### src/rtl/mem_access_unit.sv
// mem_access_unit: sized/aligned RAM access sequencer with two-beat doublewords, lane enables and wait timeout
module mem_access_unit #(
  parameter int ADDR_W = 32,
  parameter int TIMEOUT = 15,
  parameter int TMR_W = 4,
  parameter bit BIG_ENDIAN = 1
) (
  input  logic              clk,
  input  logic              clr,
  input  logic              req,
  input  logic              rw,
  input  logic [1:0]        size,
  input  logic              sign,
  input  logic [ADDR_W-1:0] addr,
  input  logic [63:0]       wdata,
  output logic [63:0]       rdata,
  output logic              done,
  output logic              busy,
  output logic              trap_misalign,
  output logic              bus_err,
  output logic              mem_mov,
  output logic              mem_rw,
  output logic [ADDR_W-1:0] mem_addr,
  output logic [3:0]        mem_be,
  output logic [31:0]       mem_wdata,
  input  logic [31:0]       mem_rdata,
  input  logic              mem_moc
);
  typedef enum logic [2:0] {IDLE, BEAT1, BEAT2, DONE, ERR} state_t;
  state_t state_q, state_d;
  logic rw_q, sign_q, mis_q;
  logic [1:0] size_q;
  logic [ADDR_W-1:0] addr_q;
  logic [63:0] wdata_q, rdata_q;
  logic [31:0] hi_q;
  logic [TMR_W-1:0] cnt_q, cnt_d;
  logic accept, misaligned, in_beat, beat_ok;
  logic [4:0] sh;
  logic [15:0] lane;
  logic [31:0] ld_ext, wd;
  logic [3:0] be_big, be_lane;
  assign accept = state_q == IDLE && req;
  assign misaligned = (size == 2'b01 && addr[0]) || (size == 2'b10 && |addr[1:0]) ||
                      (size == 2'b11 && |addr[2:0]);
  assign in_beat = state_q == BEAT1 || state_q == BEAT2;
  assign beat_ok = in_beat && mem_moc;
  always_comb begin
    state_d = state_q;
    cnt_d = cnt_q;
    case (state_q)
      IDLE: if (req) begin
        state_d = misaligned ? ERR : BEAT1;
        cnt_d = '0;
      end
      BEAT1, BEAT2: if (mem_moc) begin
        state_d = (state_q == BEAT1 && size_q == 2'b11) ? BEAT2 : DONE;
        cnt_d = '0;
      end else if (cnt_q == TMR_W'(TIMEOUT - 1)) begin
        state_d = ERR;
        cnt_d = '0;
      end else begin
        cnt_d = cnt_q + 1'b1;
      end
      default: state_d = IDLE;
    endcase
  end
  // shift distance that brings the addressed lane(s) down to bit 0
  assign sh = size_q == 2'b00 ? (BIG_ENDIAN ? {~addr_q[1:0], 3'b000} : {addr_q[1:0], 3'b000}) :
              size_q == 2'b01 ? (BIG_ENDIAN ? {~addr_q[1], 4'b0000} : {addr_q[1], 4'b0000}) : 5'd0;
  assign lane = 16'(mem_rdata >> sh);
  assign ld_ext = size_q == 2'b00 ? {{24{sign_q & lane[7]}}, lane[7:0]} :
                  size_q == 2'b01 ? {{16{sign_q & lane[15]}}, lane} : mem_rdata;
  assign be_big = size_q == 2'b00 ? 4'b1000 >> addr_q[1:0] :
                  size_q == 2'b01 ? (addr_q[1] ? 4'b0011 : 4'b1100) : 4'b1111;
  assign be_lane = BIG_ENDIAN ? be_big : {be_big[0], be_big[1], be_big[2], be_big[3]};
  assign wd = size_q == 2'b00 ? {4{wdata_q[7:0]}} :
              size_q == 2'b01 ? {2{wdata_q[15:0]}} :
              (size_q == 2'b11 && state_q == BEAT1) ? wdata_q[63:32] : wdata_q[31:0];
  always_ff @(posedge clk) begin
    if (clr) begin
      state_q <= IDLE;
      cnt_q <= '0;
      rw_q <= 1'b0;
      sign_q <= 1'b0;
      mis_q <= 1'b0;
      size_q <= 2'b00;
      addr_q <= '0;
      wdata_q <= '0;
      hi_q <= '0;
      rdata_q <= '0;
    end else begin
      state_q <= state_d;
      cnt_q <= cnt_d;
      if (accept) begin
        rw_q <= rw;
        sign_q <= sign;
        size_q <= size;
        addr_q <= addr;
        wdata_q <= wdata;
        mis_q <= misaligned;
      end
      // the first doubleword beat is parked so rdata only changes once the access completes
      if (beat_ok && rw_q) begin
        if (size_q == 2'b11 && state_q == BEAT1) hi_q <= mem_rdata;
        else rdata_q <= size_q == 2'b11 ? {hi_q, mem_rdata} : {32'b0, ld_ext};
      end
    end
  end
  assign rdata = rdata_q;
  assign done = state_q == DONE;
  assign busy = state_q != IDLE;
  assign trap_misalign = state_q == ERR && mis_q;
  assign bus_err = state_q == ERR && !mis_q;
  assign mem_mov = in_beat;
  assign mem_rw = rw_q;
  assign mem_addr = in_beat ? {addr_q[ADDR_W-1:2], 2'b00} + (state_q == BEAT2 ? ADDR_W'(4) : '0) : '0;
  assign mem_be = in_beat ? be_lane : 4'b0000;
  assign mem_wdata = in_beat ? wd : 32'b0;
endmodule

### config.mk
export PLATFORM = sky130hd
export DESIGN_NAME = mem_access_unit
export DESIGN_NICKNAME = d
export VERILOG_FILES = /design/src/rtl/mem_access_unit.sv
export SDC_FILE = /design/constraint.sdc
export NUM_CORES = 1
export LEC_CHECK = 0
export CAP_MARGIN = 20
export CORE_MARGIN = 5
export CORE_UTILIZATION = 30
export DETAILED_ROUTE_END_ITERATION = 8
export PLACE_DENSITY_LB_ADDON = 0.2
export SETUP_SLACK_MARGIN = 0.15
export SKIP_CTS_REPAIR_TIMING = 1
export SYNTH_ARGS = -nofsm -noshare
export SYNTH_HDL_FRONTEND = slang
export SYNTH_SLANG_ARGS = --single-unit
### constraint.sdc
create_clock -name clk -period 5.3 [get_ports clk]
set_input_delay 1.06 -clock clk [delete_from_list [all_inputs] [get_ports clk]]
set_output_delay 1.06 -clock clk [all_outputs]
set_load 0.01 [all_outputs]
==> flow_summary.json, run 1 <==
{
  "highest_layer": "met4",
  "drt_first_pass_iters": 5,
  "status": "finished, final reports clean",
  "cp-end-kind": "output pin",
  "power.leakage_nw": 4.32,
  "cts_buffers": 24,
  "ios": 274,
  "antenna_found_initial": 1,
  "dp_hpwl_um": 23000,
  "critPathLaunchType": "flop",
  "hold_viol_final": 0,
  "rows": 64,
  "ys_seq_area_share_pct": 44.3,
  "cts_sinks": 204,
  "holdCritPathClass": "flop to flop",
  "p_per_area_nw_per_um2": 302,
  "cts_root_buffer": "clkbuf_16",
  "synth_area_leaders": "dfxtp_1 44%, nand2_1 16%, a21oi_1 10%",
  "worstPathArrival_ns": 3.61,
  "die_x_um": 185,
  "pre_cts_slack_ns": 1.17,
  "rsz0062_at_grt": "no",
  "drt_iter0_drc": 556,
  "layout-drive-gt1-share_pct": 4.35,
  "synth_top_area_share_pct": 44.3,
  "setup_viol": 0,
  "hold-worst-slack_ns": 0.449,
  "min_period_ns": 4.67,
  "final_common_cell": "nand2_1",
  "fin_nets": 1616,
  "core_um2": 30500,
  "drc": 0,
  "vias": 9414,
  "worstHoldStart": "rdata[60]",
  "avgSynthCellArea_um2": 7.29,
  "design_area_um2": 13000,
  "first_global_vias": 9029,
  "relSlewSlack_pct": 27.3,
  "setup_ws_ns": 0.629,
  "irDropWorstVdd_mv": 0.270,
  "synth_edf_count": 0,
  "die_h_um": 185,
  "initial_core_util_pct": 30.2,
  "fin_crit_sh_pct": 88.1,
  "async_reset_ff_share_pct": 0,
  "routed_wl_um": 33400,
  "area_growth_pct": 41.0,
  "clkTransAtPathRegs_ns": 0.06,
  "synth_top_area_cell": "dfxtp_1",
  "critPathMaxFanout": 14,
  "synth_ff_type": "dfxtp_1",
  "required_ns": 4.24,
  "crit_type": "flop to output pin",
  "finalMaxSlewViolations": 0,
  "ys_types": 49,
  "dpl_cell_area_um2": 12200,
  "grt_use_total_pct": 18.4,
  "crit_start": "state_q[1]",
  "grt_pass1_wl_um": 50800,
  "power_mw": 3.93,
  "syn_inst": 1266,
  "dp.cells": 1844,
  "gp_congestion": 0.856,
  "ys_warn_count": 0,
  "max_freq_mhz": 214,
  "met3_length_um": 2690,
  "vias_per_cell": 4.98,
  "finClkSkew_ns": 0.0112,
  "fin_cells": 1890,
  "final_util_pct": 42.6,
  "ctsHtreeMaxLevel": 1,
  "clk_path_buf_depth": 3,
  "fp.dieArea_um2": 34400,
  "clock_latency_ns": 0.51,
  "fill_cells": 3127,
  "cts_tree": "yes",
  "wl_met2_um": 15300,
  "r2r_start": "state_q[1]",
  "tightestPinTransition_ns": 1.09,
  "wl_met1_um": 14200,
  "routedWlPerCell_um": 17.7,
  "grt_max_degree": 134,
  "grt-ovfl-total": 0,
  "cap_violations": 0,
  "syn_area_um2": 9230,
  "io_buffer_count": 271,
  "fin_tns_setup_ns": 0,
  "synth-seq-cells": 204,
  "mostFrequentLayoutCells": "400 x nand2_1, 270 x clkdlybuf4s50_1, 203 x dfxtp_1",
  "ant_nets": 0
}
[cell usage after synthesis (all sizes together) (9+ instances only)]
| cell type | instances |
|---|---|
| clkbuf | 91 |
| nor3 | 11 |
| dfxtp | 204 |
| a22oi | 11 |
| a311oi | 18 |
| nor2b | 18 |
| nand4 | 12 |
| xor2 | 22 |
| nand3 | 62 |
| a211oi | 32 |
| inv | 9 |
| nor2 | 87 |
| nand2 | 401 |
| buf | 15 |
| a21oi | 193 |
[flip-flops by register name (all words and copies together) (netlist names)]
name / cells
wdata_q: 64
size_q: 2
sign_q: 1
mis_q: 1
cnt_q: 4
addr_q: 32
state_q: 3
hi_q: 32
rdata: 64
mem_rw: 1
[critical path, cell delays in order (launching register included)]
cell	delay (ns)
dfxtp_1	0.50
inv_1	0.10
nor3_1	0.29
ha_1	0.30
nand4_1	0.19
nor3_1	0.23
buf_4	0.23
nand2_1	0.13
or4_1	0.43
a21oi_1	0.16
clkdlybuf4s50_1	0.56
[layer usage]
layer	GRT usage, %	vias to the layer above
met4	6.28	0
met2	30.0	310
li1	-	4694
met3	4.99	57
met5	0	-
met1	23.6	4353
[cell type report]
class                   count  area (µm²)  share of cell area (%)
diodes                      1        2.50                  0.0192
clock buffers              39         748                    5.75
clock inverters             4        50.0                   0.385
inverters                  10        37.5                   0.289
multi-input cells         947        4700                    36.1
flip-flops and latches    204        4090                    31.4
well taps                 396         495                    3.81
repair buffers            289        2890                    22.2
[path summary, 6_finish.rpt]
kind | slack [ns] | depth (start not counted) | end
worst max-delay path | 0.63 | 10 | mem_addr[29]
worst min-delay path | 0.45 | 2 | rdata[60]
worst max register to register | 2.32 | 6 | rdata[16]
worst min register to register | 0.45 | 2 | rdata[60]
[kinds of logic (layout without fill, tap and decap cells)]
| kind of cell | Yosys count | count (layout) | synth area share, % |
|---|---|---|---|
| mux | 6 | 6 | 0.651 |
| flops | 204 | 204 | 44.3 |
| xor+xnor | 28 | 28 | 2.66 |
| compound gates | 287 | 287 | 18.4 |
| fa+ha+maj | 4 | 4 | 0.543 |
| simple gates | 620 | 620 | 28.4 |
| other cells | 1 | 3 | 0.0406 |
| buf+inv | 116 | 342 | 5.02 |
[where the power goes]
group | leakage (nW) | switching (mW) | internal [mW]
Clock | 0.385 | 0.664 | 1.01
Sequential | 1.66 | 0.0651 | 1.61
Combinational | 2.28 | 0.339 | 0.253
Total | 4.32 | 1.07 | 2.87
Power figures use the tool's default switching activity.
==> inputs of run 2 (changes only) <==
Settings changed: CORE_MARGIN 5 to 4, HOLD_SLACK_MARGIN set to 0.02.
Clock period 5.3 ns to 4.1 ns, I/O delays scaled along.
==> run 2 against run 1 <==
Compared with the run above:
- sequential share of layout area decreased by 0.18 points
- sequential power is 29% higher
- final cell count grew 0.16%
- wire length grew 1.1%
- core utilization is 1.1 points higher
- worst setup slack worse by 0.37 ns
- combinational power increased by 30%
- cell area grew 0.66%
- first-iteration DRC count rose by 4.1%
- clock power grew 29%
==> flow_summary.json, run 2 (synthesized netlist as in run 1, its figures left out) <==
{
  "switchingPower_mw": 1.38,
  "slowest_stage": "clkdlybuf4s50_1",
  "hold_viol_final": 0,
  "rows": 63,
  "cpPeakStageDelay_ns": 0.61,
  "final_common_cell": "nand2_1",
  "fp.dieArea_um2": 33600,
  "routedWlPerCell_um": 17.8,
  "dp.cells": 1847,
  "relSlewSlack_pct": 35.2,
  "dp_hpwl_um": 23400,
  "vias_per_cell": 5.04,
  "antenna_found_initial": 2,
  "cts_buffers": 25,
  "grtUsageMet2_pct": 31.9,
  "critical_path.cell_chain": "nand2b_1 > nor3_4 > buf_4 > nand2_1 > a311oi_1 > clkdlybuf4s50_1",
  "grt.busiest_layer": "met2",
  "cap_violations": 0,
  "critPathTopFamily": "buffers and inverters",
  "tightestPinTransition_ns": 0.973,
  "power.leakage_nw": 4.42,
  "ant_nets": 0,
  "use_met3_pct": 4.09,
  "hold-worst-slack_ns": 0.448,
  "pwr-share-seq_pct": 42.5,
  "min_period_ns": 3.84,
  "routed_wl_um": 33800,
  "grt_pass1_wl_um": 51900,
  "drc": 0,
  "ctsHtreeMaxLevel": 1,
  "cp.buffers_inverters": 2,
  "clock_latency_ns": 0.52,
  "grt-ovfl-total": 0,
  "fin_nets": 1625,
  "grt_use_total_pct": 19.1,
  "io_buffer_count": 271,
  "rsz0062_at_grt": "yes",
  "fill_cells": 3135,
  "required_ns": 3.28,
  "core_um2": 30000,
  "clkPwrFrac_pct": 42.3,
  "critPathLaunchType": "flop",
  "holdCritPathClass": "flop to flop",
  "layout-drive-gt1-share_pct": 5.40,
  "area_growth_pct": 41.9,
  "finalMaxSlewViolations": 0,
  "vias": 9541,
  "fin_cells": 1893,
  "cts_sinks": 204,
  "critPathMaxFanout": 11,
  "worstPathArrival_ns": 3.02,
  "ios": 274,
  "gp_congestion": 0.865,
  "clk_path_buf_depth": 3,
  "die_h_um": 183,
  "pre_cts_slack_ns": 0.161,
  "grt_util_met1_pct": 24.8,
  "grt_max_degree": 103,
  "crit_type": "flop to output pin",
  "power_frac_comb_pct": 15.2,
  "initial_core_util_pct": 30.8,
  "p_per_area_nw_per_um2": 388,
  "swShare_pct": 27.2,
  "drt_first_pass_iters": 5,
  "p_int_mw": 3.70,
  "drt_iter0_drc": 579,
  "die_x_um": 183,
  "cts_tree": "yes",
  "finClkSkew_ns": 0.00874,
  "first_global_vias": 9122,
  "irDropWorstVdd_mv": 0.263,
  "mostFrequentLayoutCells": "399 x nand2_1, 268 x clkdlybuf4s50_1, 202 x dfxtp_1",
  "fin_crit_sh_pct": 93.8,
  "cts_root_buffer": "clkbuf_16",
  "max_freq_mhz": 260,
  "setup_ws_ns": 0.255,
  "status": "finished, final reports clean",
  "cp-end-kind": "output pin",
  "setup_viol": 0,
  "clkTransAtPathRegs_ns": 0.06
}
-- run 2: changes by cell type in the layout (fill, tap and decap cells not counted), moves of 2 or more --
cell / delta
buf_12: +2
clkbuf_8: -4
clkinv_2: +5
nor3_1: -2
buf_4: +6
clkbuf_1: -2
buf_6: +2
dlymetal6s2s_1: +2
clkdlybuf4s50_1: -2
nor3_4: +2
buf_16: -2
-- run 2: final cells by class --
class                   instances  area [µm²]  area share [%]
well taps                     390         488            3.73
repair buffers                297        2950            22.5
flip-flops and latches        204        4090            31.2
inverters                      10        37.5           0.287
clock buffers                  33         686            5.24
diodes                          2        5.00          0.0382
clock inverters                10         106           0.812
multi-input cells             947        4730            36.2
-- run 2: worst paths after layout --
| check | cells past startpoint | startpoint | slack [ns] | end |
|---|---|---|---|---|
| max | 6 | state_q[0] | 0.26 | mem_wdata[11] |
| min | 2 | rdata[56] | 0.45 | rdata[56] |
| max reg2reg | 7 | state_q[0] | 1.34 | rdata[14] |
| min reg2reg | 2 | rdata[56] | 0.45 | rdata[56] |
-- run 2: per-layer routing --
layer | part of all wire (%) | up-vias
li1 | - | 4700
met1 | 43 | 4477
met2 | 47 | 323
met3 | 7.0 | 41
met4 | 2.3 | 0
met5 | 0 | -
-- run 2: power by group through the flow --
| stage | clock [mW] | combinational (mW) | sequential, mW |
|---|---|---|---|
| 2_1_floorplan | 0 | 0.430 | 2.18 |
| 3_3_place_gp | 0 | 0.771 | 2.20 |
| 3_5_place_dp | 0 | 0.775 | 2.21 |
| 4_1_cts | 2.21 | 0.779 | 2.16 |
| 5_1_grt | 2.28 | 0.851 | 2.18 |
| 6_report | 2.15 | 0.770 | 2.16 |
-- run 2: per-stage QoR --
stage / setup TNS, ns / total power, mW / area [µm²] / utilization, %
global route: 0 / 5.31 / 13100 / 43.7
floorplan: 0 / 2.61 / 9230 / -
CTS: -3.83 / 5.15 / 13000 / 43.5
global placement: 0 / 2.97 / 12200 / 40.8
detailed placement: 0 / 2.98 / 12200 / 40.8
finish: 0 / 5.08 / 13100 / 43.7
-- run 2: worst register-to-register path: stages, from the launching register on --
cell and delay [ns]:
dfxtp_1 0.49, nand2b_1 0.17, nor3_4 0.53, buf_4 0.28, or3_1 0.18, buf_4 0.45
nor2_1 0.30, a211oi_1 0.26
==> inputs of run 3 (changes only) <==
Settings changed: CORE_MARGIN 4 to 2, CORE_UTILIZATION 30 to 43, GPL_TIMING_DRIVEN set to 0.
==> run 3 against run 2 <==
Compared with the run above:
- combinational power up 5.3%
- clock power up 4%
- die area down 33%
- critical endpoint is now mem_addr[29]
- worst setup slack worse by 0.15 ns
- worst hold slack better by 0.0015 ns
- via count up 5.3%
==> flow_summary.json, run 3 (synthesized netlist as in run 1, its figures left out) <==
{
  "relSlewSlack_pct": 35.8,
  "hold_viol_final": 0,
  "power.leakage_nw": 4.85,
  "initial_core_util_pct": 43.9,
  "drc": 0,
  "design_area_um2": 13300,
  "drt_first_pass_iters": 5,
  "io_buffer_count": 270,
  "status": "finished, final reports clean",
  "dp_hpwl_um": 24600,
  "p_per_area_nw_per_um2": 392,
  "cts_sinks": 204,
  "worstPathArrival_ns": 3.17,
  "met3_length_um": 2650,
  "drt_iter0_drc": 892,
  "irDropWorstVdd_mv": 0.242,
  "clk_path_buf_depth": 3,
  "grt_max_degree": 14,
  "cp-end-kind": "output pin",
  "holdCritPathClass": "flop to flop",
  "rows": 53,
  "finClkSkew_ns": 0.00811,
  "min_period_ns": 3.99,
  "first_global_vias": 9246,
  "vias_per_cell": 5.40,
  "critPathMaxFanout": 8,
  "ant_nets": 0,
  "tightestPinTransition_ns": 0.961,
  "highest_layer": "met4",
  "wl_met1_um": 13800,
  "fin_nets": 1708,
  "cts_buffers": 23,
  "routedWlPerCell_um": 17.6,
  "area_growth_pct": 44.1,
  "max_freq_mhz": 251,
  "die_x_um": 150,
  "grt_pass1_wl_um": 48800,
  "grt_use_total_pct": 27.7,
  "clkTransAtPathRegs_ns": 0.06,
  "cts_root_buffer": "clkbuf_16",
  "finalMaxSlewViolations": 0,
  "crit_type": "flop to output pin",
  "setup_viol": 0,
  "ios": 274,
  "fin_crit_sh_pct": 97.4,
  "core_um2": 21000,
  "ctsHtreeMaxLevel": 1,
  "routed_wl_um": 32800,
  "rsz0062_at_grt": "yes",
  "cts_tree": "yes",
  "wl_met2_um": 15300,
  "fp.dieArea_um2": 22600,
  "pre_cts_slack_ns": -0.291,
  "gp_congestion": 0.908,
  "vias": 10051,
  "required_ns": 3.28,
  "antenna_found_initial": 1,
  "grt-ovfl-total": 0,
  "final_common_cell": "nand2_1",
  "dpl_cell_area_um2": 12300,
  "critPathLaunchType": "flop",
  "mostFrequentLayoutCells": "400 x nand2_1, 251 x clkdlybuf4s50_1, 201 x dfxtp_1",
  "die_h_um": 150,
  "layout-drive-gt1-share_pct": 5.62,
  "cap_violations": 0,
  "clock_latency_ns": 0.51,
  "setup_ws_ns": 0.108
}
-- run 3: cell count changes in the layout (fill, tap and decap cells not counted), moves of 3 or more --
cell             previous run  this run
bufinv_16                   2         5
clkbuf_2                    0        14
dlymetal6s2s_1              2        19
clkinv_2                    6         3
clkbuf_1                    5        80
buf_4                      22         9
buf_2                       0         9
clkdlybuf4s50_1           268       251
-- run 3: worst max-delay path, cell delays in order, from the launching register on --
cell            delay (ns)
dfxtp_1               0.30
clkbuf_4              0.18
inv_1                 0.09
nor3_4                0.29
ha_4                  0.20
nand4_1               0.23
nor3_4                0.26
buf_4                 0.18
nand2_2               0.08
or4_1                 0.42
a21oi_1               0.23
dlymetal6s2s_1        0.19
-- run 3: worst paths after layout --
path              depth (start not counted)  slack (ns)  startpoint            to
setup / recovery                         11        0.11  state_q[1]  mem_addr[29]
hold / removal                            2        0.45   rdata[59]     rdata[59]
setup reg to reg                          7        1.40  state_q[1]    wdata_q[0]
hold reg to reg                           2        0.45   rdata[59]     rdata[59]
-- run 3: metrics by stage --
| stage | setup TNS [ns] | utilization [%] | hold slack, ns | instances | total power, mW |
|---|---|---|---|---|---|
| 2_1_floorplan | 0 | - | 0.432 | 1267 | 2.61 |
| 3_3_place_gp | -2.30 | 58.4 | 0.439 | 1812 | 2.98 |
| 3_5_place_dp | -2.35 | 58.4 | 0.444 | 1812 | 2.99 |
| 4_1_cts | -11.23 | 62.3 | 0.452 | 1853 | 5.20 |
| 5_1_grt | -0.0155 | 63.2 | 0.461 | 1860 | 5.40 |
| 6_report | 0 | 63.2 | 0.450 | 1860 | 5.21 |
-- run 3: per-layer routing --
metal,track usage [%],up-vias
li1,-,4882
met1,36.5,4642
met2,46.3,455
met3,3.76,72
met4,9.72,0
met5,0,-
-- run 3: area by class of cell --
type	instances	area (µm²)
Clock inverter	10	181
Timing Repair Buffer	277	2800
Multi-Input combinational cell	947	4750
Inverter	10	37.5
Buffer	105	449
Antenna cell	1	2.50
Fill cell	1912	7730
Tap cell	275	344
Sequential cell	204	4090
Clock buffer	31	636
-- run 3: power by group --
group	switching [mW]	internal (mW)
combinational	0.472	0.339
clock	0.831	1.40
sequential	0.0898	2.08
total	1.39	3.82
